### config.mk
export PLATFORM = sky130hd
export DESIGN_NAME = debug_reg_reader
export DESIGN_NICKNAME = d
export VERILOG_FILES = /design/src/rtl/debug_reg_reader.sv
export SDC_FILE = /design/constraint.sdc
export NUM_CORES = 1
export LEC_CHECK = 0
export BUFFER_PORTS_ARGS = -buffer_cell sky130_fd_sc_hd__buf_2
export CAP_MARGIN = 15
export CORE_ASPECT_RATIO = 0.8
export CORE_MARGIN = 5
export CORE_UTILIZATION = 45
export DETAILED_ROUTE_END_ITERATION = 12
export REMOVE_ABC_BUFFERS = 1
export SLEW_MARGIN = 40
export SYNTH_ARGS = -nofsm -noshare
export SYNTH_HDL_FRONTEND = slang
export SYNTH_SLANG_ARGS = --single-unit
### constraint.sdc
create_clock -name clk -period 15.3 [get_ports clk]
set_input_delay 2.295 -clock clk [delete_from_list [all_inputs] [get_ports clk]]
set_output_delay 2.295 -clock clk [all_outputs]
set_load 0.05 [all_outputs]
### src/rtl/debug_reg_reader.sv
// Sticky per-stage start/done flags and busy-cycle counters for the pipeline debug taps,
// snapshotted into shadow registers and read one word at a time over a valid/ready port.
module debug_reg_reader #(
    parameter int NUM_STAGES = 4,
    parameter int DATA_W     = 32,
    parameter int CNT_W      = 32,
    parameter int ADDR_W     = 4
) (
    input  logic                  clk,
    input  logic                  rst,
    input  logic [NUM_STAGES-1:0] stage_vld_i,
    input  logic [NUM_STAGES-1:0] stage_rdy_i,
    input  logic [DATA_W-1:0]     debug_1_i,
    input  logic [DATA_W-1:0]     debug_2_i,
    input  logic [DATA_W-1:0]     debug_3_i,
    input  logic                  snap_req_i,
    input  logic                  rd_vld_i,
    output logic                  rd_rdy_o,
    input  logic [ADDR_W-1:0]     rd_addr_i,
    output logic [DATA_W-1:0]     rd_data_o,
    output logic                  rd_data_vld_o,
    input  logic                  rd_data_rdy_i,
    output logic [15:0]           snap_cnt_o
);

    typedef enum logic [1:0] {IDLE, SNAP, RESP} state_t;

    state_t                  state;
    logic                    snap_pend;
    logic [NUM_STAGES-1:0]   started;
    logic [NUM_STAGES-1:0]   done;
    logic [NUM_STAGES-1:0]   running;
    logic [NUM_STAGES-1:0]   run_next;
    logic [CNT_W-1:0]        cnt      [NUM_STAGES];
    logic [DATA_W-1:0]       cnt_word [NUM_STAGES];
    logic [DATA_W-1:0]       shadow   [8];
    logic [DATA_W-1:0]       status;
    logic [DATA_W-1:0]       rd_mux;

    // A done pulse always ends the run, even when it coincides with a start pulse.
    assign run_next = ~stage_rdy_i & (running | stage_vld_i);

    always_comb begin
        status = '0;
        for (int i = 0; i < NUM_STAGES; i++) begin
            status[2*i]   = started[i];
            status[2*i+1] = done[i];
        end
    end

    always_comb begin
        for (int i = 0; i < NUM_STAGES; i++) begin
            cnt_word[i] = DATA_W'(cnt[i]);
        end
    end

    always_ff @(posedge clk) begin
        if (rst) begin
            started <= '0;
            done    <= '0;
            running <= '0;
            for (int i = 0; i < NUM_STAGES; i++) begin
                cnt[i] <= '0;
            end
        end else begin
            started <= started | stage_vld_i;
            done    <= done | stage_rdy_i;
            running <= run_next;
            for (int i = 0; i < NUM_STAGES; i++) begin
                if (run_next[i] && (cnt[i] != {CNT_W{1'b1}})) begin
                    cnt[i] <= cnt[i] + CNT_W'(1);
                end
            end
        end
    end

    // Addresses 8 and 9 are live views; everything below 8 comes from the shadow set.
    always_comb begin
        rd_mux = DATA_W'(32'hDEAD_BEEF);
        if (rd_addr_i < ADDR_W'(8)) begin
            rd_mux = shadow[rd_addr_i[2:0]];
        end else if (rd_addr_i == ADDR_W'(8)) begin
            rd_mux = DATA_W'(snap_cnt_o);
        end else if (rd_addr_i == ADDR_W'(9)) begin
            rd_mux = status;
        end
    end

    assign rd_rdy_o = !rst && (state == IDLE) && !snap_req_i && !snap_pend;

    always_ff @(posedge clk) begin
        if (rst) begin
            state         <= IDLE;
            snap_pend     <= 1'b0;
            snap_cnt_o    <= '0;
            rd_data_o     <= '0;
            rd_data_vld_o <= 1'b0;
            for (int k = 0; k < 8; k++) begin
                shadow[k] <= '0;
            end
        end else begin
            case (state)
                IDLE: begin
                    if (snap_req_i || snap_pend) begin
                        state <= SNAP;
                    end else if (rd_vld_i) begin
                        rd_data_o     <= rd_mux;
                        rd_data_vld_o <= 1'b1;
                        state         <= RESP;
                    end
                end
                SNAP: begin
                    shadow[0] <= debug_1_i;
                    shadow[1] <= debug_2_i;
                    shadow[2] <= debug_3_i;
                    shadow[3] <= status;
                    for (int i = 0; i < NUM_STAGES; i++) begin
                        shadow[4+i] <= cnt_word[i];
                    end
                    snap_cnt_o <= snap_cnt_o + 16'd1;
                    // A request landing in the capture cycle is kept for the next snapshot.
                    snap_pend  <= snap_req_i;
                    state      <= IDLE;
                end
                RESP: begin
                    if (snap_req_i) begin
                        snap_pend <= 1'b1;
                    end
                    if (rd_data_rdy_i) begin
                        rd_data_vld_o <= 1'b0;
                        state         <= IDLE;
                    end
                end
                default: state <= IDLE;
            endcase
        end
    end

endmodule

Word-level counts from Yosys, hierarchy flattened

Memories as Yosys holds them, arrays and structs flattened.
Cells that the tools add are included.

Bits in registers: 64
Bits in writable memories: 384
Input bits: 113
Word-level logic and storage cells: 107
Memories kept: 2

Memories:

| name   | depth | bits a word | read ports | clocked after Yosys merged registers in | wr ports | RTL line | RTL |
|---|---|---|---|---|---|---|---|
| shadow | 8     | 32          | 1          | 0                                       | 8        | 36       | `logic [DATA_W-1:0] shadow [8];` |
| cnt    | 4     | 32          | 4          | 0                                       | 4        | 34       | `logic [CNT_W-1:0] cnt [NUM_STAGES];` |

$add $sub $neg: 5
Order comparisons: 1
Equality and inequality tests: 13
Mux-type cells: 42
Bitwise operators: 18
Reductions and logical operators: 18

Operator list:

| cell                                                | number |
|---|---|
| two-way mux 32 bit                                  | 15 |
| adder 32 x 1 -> 32 bit, second input constant       | 4 |
| != test 32 bit, second input constant               | 4 |
| two-way mux 1 bit                                   | 21 |
| adder 16 x 1 -> 16 bit, second input constant       | 1 |
| OR 1 bit                                            | 12 |
| OR 4 bit                                            | 3 |
| equality test 4 bit, second input constant          | 2 |
| != test 2 bit, second input constant                | 4 |
| logical AND 1 bit                                   | 7 |
| two-way mux 2 bit                                   | 3 |
| AND 4 bit                                           | 1 |
| < comparator 4 bit, second input constant           | 1 |
| NOT 4 bit                                           | 1 |
| case mux 1 bit (2 select lines)                     | 2 |
| case mux 2 bit (2 select lines)                     | 1 |
| AND reduction 2 bit                                 | 2 |
| AND reduction 4 bit                                 | 1 |
| nonzero test 2 bit                                  | 2 |
| zero test 1 bit                                     | 3 |
| != test 3 x 2 -> 1 bit, second input constant       | 1 |
| AND reduction 3 bit                                 | 1 |
| equality test 2 x 1 -> 1 bit, second input constant | 1 |
| equality test 2 bit, second input constant          | 1 |
| 3 further kinds                                     | 3 |

Depth between registers and ports, before layout

Gate-level depths: netlist of the first run.

Word-level depth: 7
Mapped depth: 8
Mapped depth without buffers: 6

Least setup slack after synthesis of the first run

OpenSTA, ideal clock, no wires.

Path kind: input to register
Start: input port rst
End: memory shadow[0][0] (enable)
Setup time: 634 ps
Data arrival time: 8401 ps
Data required time: 14666 ps
Slack: 6265 ps
Cell stages on the path: 3
Buffers on the path: 2
Cells stage by stage: clkbuf_1 clkbuf_1 nand2b_1

RTL lines:

| item               | RTL line | RTL |
|---|---|---|
| start: declaration | 10       | `input logic rst,` |
| end: declaration   | 36       |  |

Worst setup path in the final report of the first run

Start: input port rst
End: output port rd_rdy_o

Cells in the longest elaborated chain, start to end: 4

RTL lines:

| item                           | RTL line | RTL |
|---|---|---|
| zero test 1 bit                | 89       | `assign rd_rdy_o = !rst && (state == IDLE) && !snap_req_i && !snap_pend;` |
| logical AND 1 bit (3 in a row) | 89       |  |
| end: declaration               | 18       | `output logic rd_rdy_o,` |

No other way between the ends.

==> results of run 1 <==
## power by group
group          switching [mW]  total, mW  internal [mW]
Clock                   0.453       1.07          0.618
Sequential             0.0539       1.40           1.35
Combinational           0.147      0.234         0.0869
## registers in the layout, indices dropped and copies added (netlist names)
name / cells
cnt: 128
snap_pend: 1
rd_data_o: 32
running: 4
state: 2
shadow: 232
snap_cnt_o: 16
rd_data_vld_o: 1
done: 4
started: 4
## tightest hold or removal path, stage by stage (launching register included)
cell and delay, ns:
dfxtp_1 0.34, nand2_1 0.05, o21ai_0 0.06
## kinds of logic after synthesis
group	Yosys count	synth area share
AO/OA/AOI/OAI	120	0.03955
XOR/XNOR	124	0.05476
adder cells (fa/ha/maj)	5	0.003154
buffers and inverters	103	0.02492
flip-flops	424	0.6096
multiplexers	96	0.07406
AND/OR/NAND/NOR	720	0.1939
## routing by layer
metal,vias to the layer above,wire length (um),global-route usage
met2,319,19860,0.2712
met4,0,716,0.03635
met5,-,0,0
met3,56,2931,0.03806
met1,6190,24000,0.3057
li1,6031,-,-
## path summary, 6_finish.rpt
path              slack [ns]       endpoint
setup / recovery        9.79       rd_rdy_o
hold / removal          0.48  rd_data_o[22]
setup reg to reg       12.43   shadow[3][4]
hold reg to reg         0.48  rd_data_o[22]
## stage by stage
step                      power [mW]  cells  area, sq um  utilization  setup WS (ns)
after floorplan                1.558   1511        19420            -          6.812
after global placement         1.651   2247        21080       0.4857          9.331
after detailed placement       1.657   2249        21140       0.4871          9.783
after CTS                      2.724   2330        22570       0.5200          9.783
after global routing           2.797   2330        22580       0.5204          9.697
final                          2.704   2330        22580       0.5204          9.788
## cells in the final DEF, fill, tap and decap left out, types with 4 or more instances in the layout
cell | netlist | routed
clkbuf_8 | 0 | 4
mux2i_1 | 50 | 50
clkbuf_1 | 45 | 7
or2_2 | 9 | 8
and2_1 | 168 | 168
buf_4 | 8 | 12
ha_1 | 5 | 5
a221oi_1 | 11 | 11
clkinv_1 | 0 | 5
nand3_1 | 54 | 54
buf_2 | 18 | 159
a21oi_1 | 25 | 25
a211oi_1 | 15 | 15
edfxtp_1 | 360 | 360
nor4_2 | 2 | 4
nor2b_1 | 71 | 69
inv_1 | 22 | 22
nor3_1 | 29 | 28
a31oi_1 | 5 | 5
nor2_1 | 202 | 199
mux4_2 | 40 | 40
nand2b_1 | 7 | 6
nand4_1 | 41 | 41
o21ai_0 | 35 | 35
clkbuf_16 | 0 | 44
xnor2_1 | 48 | 48
and3_1 | 16 | 16
clkinv_2 | 0 | 13
and4_1 | 15 | 15
o21a_1 | 6 | 6
dfxtp_1 | 64 | 64
nor4_1 | 9 | 7
xor2_1 | 76 | 76
a311oi_1 | 4 | 4
nand2_1 | 73 | 73
buf_6 | 3 | 5
or3_1 | 5 | 5
o21bai_1 | 6 | 5
mux2_2 | 6 | 6
bufinv_16 | 0 | 4
## layout make-up
| type | count | area [sq um] |
|---|---|---|
| well taps | 560 | 700.7 |
| flip-flops and latches | 424 | 12090 |
| clock buffers | 55 | 1182 |
| multi-input cells | 1065 | 7297 |
| clock inverters | 26 | 245.2 |
| fillers | 3765 | 20810 |
| inverters | 22 | 82.58 |
| repair buffers | 178 | 982.2 |
==> out/metrics.cfg, run 1 <==
[floorplan]
die_h_um = 197.8
rows = 68
die_area_sq_mm = 0.04840
start_util = 0.4571
die_w_um = 244.7
coreArea_sq_mm = 0.04339
ios = 163

[clock_network]
numCtsBuffers = 44
cts_tree = yes
cts.sinks = 424
cts_setup_buffers = 0
clk_path_buf_depth = 3
root_buffer = clkbuf_16
worstSkewPairLatency_ns = 0.55
holdBufCountCts = 0
cts_resized = 0
htreeDepth = 2
clk_pin_slew_ns = 0.06

[synthesis]
yosys_warnings = 0
synth-edff-count = 360
yosys.area.top_type = edfxtp_1
ys.flop_type = edfxtp_1
synth_common_cells = 360 x edfxtp_1, 202 x nor2_1, 168 x and2_1, 76 x xor2_1, 73 x nand2_1
ys_types = 58
yosysMostFrequentCell = edfxtp_1
async_flop_share = 0
yosys.area.top_type_share = 0.5450
ys_top_cells_by_area = edfxtp_1 55%, dfxtp_1 6.5%, and2_1 5.3%
netlist_area_sq_mm = 0.01983
avgSynthCellArea_sq_um = 12.46
ys_seq_area_frac = 0.6096
synth_seq_cells = 424
syn_inst = 1592

[setup_path]
reg2regPathDepth = 5
cp.required_ns = 13.01
criticalPathCategory = in2out
crit_arrival_ns = 3.22
cp.depth = 3
timing.rr.start = state[1]
worst-path-max-fanout = 37
critPathSlowestCell = buf_2
crit_chain = buf_4 -> nor4b_1 -> buf_2
setup.worst_path.start_class = primary input
crit_path_start = rst
path_delay_family = buffers and inverters
end_kind = primary output
crit_buf_inv = 2
cpPeakStageDelay_ns = 0.32

[sta]
setup_viol_count_final = 0
grt_setup_unrepaired = no
slew_headroom = 0.4533
fin_tns_setup_ns = 0
timing.hold.ws_ns = 0.4808
finalHoldViolCount = 0
drv_slew = 0
final.setup_skew_ns = 0.02174
min_period_ns = 5.512
fmax_mhz = 181.4
tightestPinTransition_ns = 0.8201
timing.final.crit_share = 0.3603

[routing]
wl_per_cell_um = 20.39
drc_errors = 0
drt_iter0_markers = 904
firstDrtPassIters = 7
postRouteAntennaNets = 0
route.vias.total = 12600
routed_wl_mm = 47.52
via_per_inst = 5.406

[cells_and_area]
num_antenna_cells = 0
fin_nets = 1853
syn_to_final_growth_pct = 13.85
drive_gt1_frac = 0.1853

[global_routing]
grt_overflow = 0
grt_pass1_vias = 12090
antenna_found_initial = 2
grt_pass1_wl_mm = 72.43
grt_max_degree = 92
grt_use_total = 0.1909

[power]
p_per_area_mw_per_mm2 = 119.8
max-vdd-ir-drop_mv = 0.07416
power.leakage_nw = 8.332

[hold_path]
hp-start = rd_data_o[22]
min_path_type = reg2reg
worstHoldPathCells = 2

[place]
routabilityCongestion = 0.8441
hpwl_mm = 32.52
io_buffers = 162

[run_status]
outcome = completed

[flow_run]
cap_violations = 0

No activity file was read; power rests on OpenSTA's default activity.
==> run 2: changes to the inputs <==
Settings changed: ABC_AREA from default to 1.
Clock period 15.3 ns to 5.76 ns, I/O delays scaled along.
==> out/metrics.cfg, run 2 <==
[sta]
setup_viol_count_final = 0  ; unchanged
fmax_mhz = 339.5
grt_setup_unrepaired = no
drv_slew = 0  ; unchanged
timing.final.crit_share = 0.5114
final.setup_skew_ns = 0.02412  ; +0.002379 ns
slew_headroom = 0.4554  ; +0.002080
finalHoldViolCount = 0  ; unchanged
layout_setup_ws_ns = 2.815  ; -6.973 ns
min_period_ns = 2.945
timing.hold.ws_ns = 0.4703  ; -0.01042 ns
fin_tns_setup_ns = 0  ; unchanged
tightestPinTransition_ns = 0.8169  ; -0.003121 ns

[routing]
drt_iter0_markers = 2005  ; +120%
routed_wl_mm = 65.75  ; +38%
firstDrtPassIters = 6  ; -1
via_per_inst = 5.234  ; -3.2%
drc_errors = 0  ; unchanged
route.vias.total = 17820  ; +41%
wl_per_cell_um = 19.31  ; -5.3%
postRouteAntennaNets = 0  ; unchanged

[run_status]
outcome = completed

[clock_network]
cts_tree = yes
cts_setup_buffers = 0  ; unchanged
root_buffer = clkbuf_16
clk_pin_slew_ns = 0.06  ; about the same
numCtsBuffers = 46  ; +4.5%
cts_resized = 0  ; unchanged
holdBufCountCts = 0  ; unchanged
clk_path_buf_depth = 3  ; unchanged
worstSkewPairLatency_ns = 0.60  ; +0.05 ns
cts.sinks = 424  ; unchanged
htreeDepth = 2  ; unchanged

[synthesis]
synth_seq_cells = 424  ; unchanged
yosys.area.top_type = edfxtp_1
ys_types = 30  ; -48%
netlist_area_sq_mm = 0.02131  ; +7.4%
synth-edff-count = 360  ; unchanged
syn_inst = 2610  ; +64%
yosys_warnings = 0  ; unchanged
yosys.area.top_type_share = 0.5073  ; -0.03770
ys_seq_area_frac = 0.5675  ; -0.04217
avgSynthCellArea_sq_um = 8.164  ; -34%
ys_top_cells_by_area = edfxtp_1 51%, nand2_1 11%, nor2_1 11%
synth_common_cells = 649 x nand2_1, 601 x nor2_1, 360 x edfxtp_1, 355 x inv_1, 172 x a21oi_1
ys.flop_type = edfxtp_1
yosysMostFrequentCell = nand2_1
async_flop_share = 0  ; unchanged

[power]
p_per_area_mw_per_mm2 = 308.7  ; +160%
finalPower_mw = 7.462  ; +180%
max-vdd-ir-drop_mv = 0.2633  ; +260%
power.leakage_nw = 9.807  ; +18%

[setup_path]
criticalPathCategory = in2reg
cp.required_ns = 6.29  ; -6.72 ns
end_kind = flip-flop
crit_arrival_ns = 3.48  ; +0.26 ns
worst-path-max-fanout = 45  ; +22%
setup.worst_path.start_class = primary input
timing.rr.start = cnt[1][0]
crit_path_start = rd_addr_i[0]

[cells_and_area]
largest_reg_flops = 232  ; unchanged
utilization = 0.5154  ; -0.005023
fin_nets = 2867  ; +55%
final_cells = 3405  ; +46%
final_cell_mix = 647 x nand2_1, 601 x nor2_1, 360 x edfxtp_1, 355 x inv_1, 172 x a21oi_1
drive_gt1_frac = 0.09695  ; -0.08836
syn_to_final_growth_pct = 13.45
reg_top3 = shadow: 232 flops, cnt: 128 flops, rd_data_o: 32 flops
final_area_sq_mm = 0.02417  ; +7.1%
layout_commonest_cell = nand2_1
num_antenna_cells = 0  ; unchanged
top_register = shadow

[hold_path]
min_path_type = reg2reg
hp-start = rd_data_o[17]

[floorplan]
ios = 163  ; unchanged
rows = 71  ; +4.4%
start_util = 0.4543  ; -0.002815
coreArea_sq_mm = 0.04691  ; +8.1%
die_area_sq_mm = 0.05183  ; +7.1%
die_w_um = 253.3  ; +3.5%
die_h_um = 204.6  ; +3.5%

[global_routing]
grt_max_degree = 102  ; +11%
grt_pass1_vias = 16690  ; +38%
grt_use_total = 0.2473  ; +0.05647
grt_overflow = 0  ; unchanged
antenna_found_initial = 0  ; -2
grt_pass1_wl_mm = 99.19  ; +37%

[place]
dp_slack_ns = 2.350  ; -7.433 ns
hpwl_mm = 47.91  ; +47%
placed_area_sq_mm = 0.02266  ; +7.2%
io_buffers = 162  ; unchanged
routabilityCongestion = 0.9653  ; +14%
placed_cells = 3321  ; +48%

[flow_run]
cap_violations = 0  ; unchanged

-- run 2: path summary, 6_finish.rpt --
path,end,slack (ns),cells past startpoint
setup / recovery,rd_data_o[17],2.81,8
hold / removal,rd_data_o[17],0.47,2
setup reg to reg,cnt[1][14],3.12,9
hold reg to reg,rd_data_o[17],0.47,2
-- run 2: power by group --
part / switching, mW / leakage [nW] / internal (mW)
Sequential: 0.147 / 4.35 / 3.58
Combinational: 0.531 / 4.73 / 0.179
Clock: 1.31 / 0.728 / 1.72
Total: 1.98 / 9.81 / 5.48
-- run 2: layer usage --
layer	part of all wire	wire length, um	GRT usage
met5	0	0	0
met4	0.027	1761	0.06939
met3	0.097	6351	0.05027
met2	0.41	26850	0.3508
met1	0.47	30790	0.3840
-- run 2: cell families after synthesis --
kind of cell,after synthesis,share of synthesized area
compound gates,259,0.06260
xor+xnor,36,0.01480
fa+ha+maj,5,0.002936
buf+inv,448,0.08379
flops,424,0.5675
simple gates,1438,0.2684
-- run 2: worst max-delay path, cell delays in order --
cell and delay, ns:
buf_2 0.10, clkinv_2 0.52, nor2_4 0.64, buf_4 0.55, nand2_1 0.20, o211ai_1 0.29
nand2_1 0.12, a21oi_1 0.13
-- run 2: area by class of cell --
| type | instances | area [sq um] |
|---|---|---|
| Clock buffer | 58 | 1206 |
| Timing Repair Buffer | 177 | 983.4 |
| Clock inverter | 26 | 299.0 |
| Tap cell | 620 | 775.7 |
| Inverter | 362 | 1363 |
| Sequential cell | 424 | 12090 |
| Multi-Input combinational cell | 1738 | 7456 |
| Fill cell | 4545 | 22730 |
